$ cat config.mk
export PLATFORM = sky130hd
export DESIGN_NAME = dac_spi_writer
export DESIGN_NICKNAME = d
export VERILOG_FILES = /design/src/rtl/dac_spi_writer.sv
export SDC_FILE = /design/constraint.sdc
export NUM_CORES = 1
export LEC_CHECK = 0
export ABC_AREA = 1
export CORE_ASPECT_RATIO = 0.9
export CORE_MARGIN = 8
export CORE_UTILIZATION = 30
export DETAILED_ROUTE_END_ITERATION = 16
export GPL_TIMING_DRIVEN = 1
export PLACE_DENSITY = 0.58
export SETUP_SLACK_MARGIN = 0.15
export SYNTH_ARGS = -nofsm -noshare
export SYNTH_HDL_FRONTEND = slang
export SYNTH_SLANG_ARGS = --single-unit
$ cat constraint.sdc
create_clock -name CLK_IN -period 2.03 [get_ports CLK_IN]
set_input_delay 0.203 -clock CLK_IN [delete_from_list [all_inputs] [get_ports CLK_IN]]
set_output_delay 0.203 -clock CLK_IN [all_outputs]
set_load 0.03 [all_outputs]
$ cat src/rtl/dac_spi_writer.sv
// SPI master for the LTC2624 quad DAC on a shared SPI bus: serialises one
// 32-bit command word per START, captures the echoed word, keeps other devices off the bus.
module dac_spi_writer #(
  parameter int CLK_DIV = 2
) (
  input  logic        CLK_IN,
  input  logic        RST_N,
  input  logic        START,
  input  logic [3:0]  CMD,
  input  logic [3:0]  ADDR,
  input  logic [11:0] VALUE,
  input  logic        SPI_MISO,
  output logic        BUSY,
  output logic        DONE,
  output logic [31:0] RX_WORD,
  output logic        SPI_MOSI,
  output logic        SPI_SCK,
  output logic        DAC_CS,
  output logic        DAC_CLR,
  output logic        AMP_CS,
  output logic        SF_CE0,
  output logic        SPI_SS_B,
  output logic        FPGA_INIT_B,
  output logic        AD_CONV
);

  localparam int DW = (CLK_DIV > 1) ? $clog2(CLK_DIV) : 1;

  typedef enum logic [1:0] {IDLE, SHIFT, CSHI} state_t;

  state_t        state_reg, state_next;
  logic [DW-1:0] div_reg, div_next;
  logic [5:0]    bit_reg, bit_next;
  logic [31:0]   tx_reg, tx_next;
  logic [31:0]   rx_reg, rx_next;
  logic [31:0]   rx_word_reg, rx_word_next;
  logic          sck_reg, sck_next;
  logic          mosi_reg, mosi_next;
  logic          cs_reg, cs_next;
  logic          busy_reg, busy_next;
  logic          done_reg, done_next;
  logic          clr_reg;
  logic          tick;
  logic [31:0]   word;

  assign word = {8'h00, CMD, ADDR, VALUE, 4'h0};
  assign tick = (div_reg == DW'(CLK_DIV - 1));

  always_comb begin
    state_next   = state_reg;
    div_next     = div_reg;
    bit_next     = bit_reg;
    tx_next      = tx_reg;
    rx_next      = rx_reg;
    rx_word_next = rx_word_reg;
    sck_next     = sck_reg;
    mosi_next    = mosi_reg;
    cs_next      = cs_reg;
    busy_next    = busy_reg;
    done_next    = 1'b0;

    // Divider free-runs outside IDLE and wraps on each tick.
    if (state_reg == IDLE) begin
      div_next = '0;
    end else if (tick) begin
      div_next = '0;
    end else begin
      div_next = div_reg + 1'b1;
    end

    case (state_reg)
      IDLE: begin
        if (START) begin
          tx_next    = word;
          mosi_next  = word[31];
          cs_next    = 1'b0;
          busy_next  = 1'b1;
          bit_next   = '0;
          state_next = SHIFT;
        end
      end
      SHIFT: begin
        if (tick) begin
          if (!sck_reg) begin
            sck_next = 1'b1;
            rx_next  = {rx_reg[30:0], SPI_MISO};
            bit_next = bit_reg + 6'd1;
          end else begin
            sck_next = 1'b0;
            if (bit_reg == 6'd32) begin
              cs_next    = 1'b1;
              mosi_next  = 1'b0;
              state_next = CSHI;
            end else begin
              tx_next   = {tx_reg[30:0], 1'b0};
              mosi_next = tx_reg[30];
            end
          end
        end
      end
      CSHI: begin
        // One full tick of CS high before reporting completion.
        if (tick) begin
          rx_word_next = rx_reg;
          done_next    = 1'b1;
          busy_next    = 1'b0;
          state_next   = IDLE;
        end
      end
      default: state_next = IDLE;
    endcase
  end

  always_ff @(posedge CLK_IN or negedge RST_N) begin
    if (!RST_N) begin
      state_reg   <= IDLE;
      div_reg     <= '0;
      bit_reg     <= '0;
      tx_reg      <= '0;
      rx_reg      <= '0;
      rx_word_reg <= '0;
      sck_reg     <= 1'b0;
      mosi_reg    <= 1'b0;
      cs_reg      <= 1'b1;
      busy_reg    <= 1'b0;
      done_reg    <= 1'b0;
      clr_reg     <= 1'b0;
    end else begin
      state_reg   <= state_next;
      div_reg     <= div_next;
      bit_reg     <= bit_next;
      tx_reg      <= tx_next;
      rx_reg      <= rx_next;
      rx_word_reg <= rx_word_next;
      sck_reg     <= sck_next;
      mosi_reg    <= mosi_next;
      cs_reg      <= cs_next;
      busy_reg    <= busy_next;
      done_reg    <= done_next;
      clr_reg     <= 1'b1;
    end
  end

  assign BUSY        = busy_reg;
  assign DONE        = done_reg;
  assign RX_WORD     = rx_word_reg;
  assign SPI_MOSI    = mosi_reg;
  assign SPI_SCK     = sck_reg;
  assign DAC_CS      = cs_reg;
  assign DAC_CLR     = clr_reg;
  assign AMP_CS      = 1'b1;
  assign SF_CE0      = 1'b1;
  assign SPI_SS_B    = 1'b1;
  assign FPGA_INIT_B = 1'b1;
  assign AD_CONV     = 1'b0;

endmodule
==> results.ini <==
[hold_path]
hp-class = input port to async pin

[global_routing]
overflow = 0
track_usage_pct = 10.5
grt_pass1_vias = 3414
grt_pass1_wl_um = 16400
grt_max_degree = 67
antenna_found_initial = 0

[yosys]
ys_seq_elements = 106
synthTopCellsByArea = dfrtp_1, nand2_1, o21ai_0, nand3_1, inv_1
yosysTopAreaCellShare_pct = 58.9
yosys.area.top_type = dfrtp_1
syn_avg_cell_area_um2 = 8.63
seq_area_frac_synth_pct = 59.4
synth_cell_types = 25
syn-cell-area_mm2 = 0.00446
synth_cells = 517
synth_warnings = 0

[sta]
max_freq_mhz = 566
maxSlewViolCount = 0
setup-violations-final = 0
finalCriticalPeriod_ns = 1.77
hold_viol = 0
fin_crit_sh_pct = 87.1
whs_ns = 0.416
tightest_slew_ns = 0.640
finClkSkew_ns = 0.00565
relSlewSlack_pct = 57.3
rsz0062_at_grt = no
fin_tns_setup_ns = 0

[critical_path]
worstPathArrival_ns = 1.56
crit_chain = clkdlybuf4s50_1
cp_slowest_cell = clkdlybuf4s50_1
critPathTopFamily = buffers and inverters
critPathRequiredTime_ns = 1.83
crit_fanout = 2
worstSetupPathType = register to output port
endpoint_kind = output port
max_stage_delay_ns = 0.68
startpoint_type = register
cp.depth = 1
rr_worst_depth = 7
worstPathBufferInverterCount = 1

[routing]
ant_nets = 0
via_count = 3390
drc_errors = 0
viasPerCell = 4.35
wl_per_cell_um = 11.8
first_pass_iters = 4
drt_iter0_markers = 193
drt-total-wl_um = 9230

[placement]
hpwlAfterDp_um = 6390
port_buffers = 61
place_congestion = 0.755

[cells_and_area]
drive_gt1_share_pct = 6.88
final_common_cell = nand2_1
final_cell_mix = nand2_1, dfrtp_1, clkdlybuf4s50_1, o21ai_0, inv_1
syn2layout_area_growth_pct = 25.4
fill_cells = 1525
nets = 602
utilization_pct = 38.3
antenna_cells = 0

[cts]
cts_tree = yes
cts.sinks = 106
root_buffer = clkbuf_16
h-tree-depth = 3
clk_path_buf_depth = 2
cts-buffers-inserted = 9
cts_setup_buffers = 0
clock_latency_ns = 0.34
clkTransAtPathRegs_ns = 0.07

[floorplanning]
dieArea_mm2 = 0.0190
start_util_pct = 30.6
die_width_um = 145
row_count = 42
fp.dieH_um = 132
pin_count = 67
core_area_mm2 = 0.0146

[pwr]
ir_drop_v = 0.000573
power_density_mw_per_mm2 = 1120
p_leak_nw = 2.64

[job]
maxCapViolations = 0

[run_status]
outcome = finished clean

area by class of cell:
class / instances / area, um2 / area share (%)
multi-input combinational: 342 / 1500 / 26.8
tap: 198 / 248 / 4.43
timing repair buffer: 74 / 733 / 13.1
sequential: 106 / 2650 / 47.4
clock buffer: 10 / 229 / 4.09
inverter: 43 / 161 / 2.88
clock inverter: 6 / 73.8 / 1.32
worst paths after layout:
| path | start | end | slack [ns] |
|---|---|---|---|
| worst max-delay path | DAC_CS | DAC_CS | 0.26 |
| worst min-delay path | RST_N | RX_WORD[11] | 0.42 |
| worst max register to register | state_reg[1] | rx_reg[0] | 0.39 |
| worst min register to register | tx_reg[6] | tx_reg[6] | 0.48 |
| max in group asynchronous | RST_N | RX_WORD[0] | 1.01 |
| min in group CLK_IN | VALUE[0] | tx_reg[4] | 0.42 |
report_power, final:
| part | switching, mW | internal (mW) | leakage, nW |
|---|---|---|---|
| Sequential | 0.251 | 2.48 | 1.42 |
| Clock | 0.787 | 0.974 | 0.146 |
| Combinational | 1.18 | 0.592 | 1.07 |
cells in the mapped netlist (all sizes together):
library cell / number
a21oi: 2
buf: 20
clkbuf: 10
conb: 2
dfrtp: 105
dfstp: 1
ha: 2
inv: 43
nand2: 209
nand3: 38
nand4: 3
nor2: 11
o21ai: 69
o21bai: 1
or2: 1
logic make-up (layout without fill, tap and decap cells):
logic type / Yosys count / in the layout / share of synthesized area [%]
simple gates: 262 / 262 / 23.9
compound gates: 72 / 72 / 8.38
other cells: 2 / 6 / 0.168
flops: 106 / 106 / 59.4
fa+ha+maj: 2 / 2 / 0.560
buf+inv: 73 / 133 / 7.51
what timing repair did:
action                    4_1_cts  5_1_grt
resized for setup               0        0
hold endpoints to repair       44        0
hold buffers                    1        0
metrics by stage:
step / instances / cell area [um2] / power (mW) / worst slack, ns
after CTS: 779 / 5600 / 6.37 / 0.239
after global placement: 762 / 5280 / 4.52 / 0.437
after detailed placement: 762 / 5280 / 4.57 / 0.375
after floorplan: 521 / 4480 / 4.11 / 0.505
final: 779 / 5600 / 6.27 / 0.262
after global routing: 779 / 5600 / 6.76 / 0.214
per-layer routing:
layer  vias to the layer above  track usage, %  wire length (um)
li1                       1728               -                 -
met1                      1559            14.3              4590
met2                        90            15.4              3880
met3                        13            3.26               625
met4                         0            3.47               131
met5                         -               0                 0
Power figures use the tool's default switching activity.
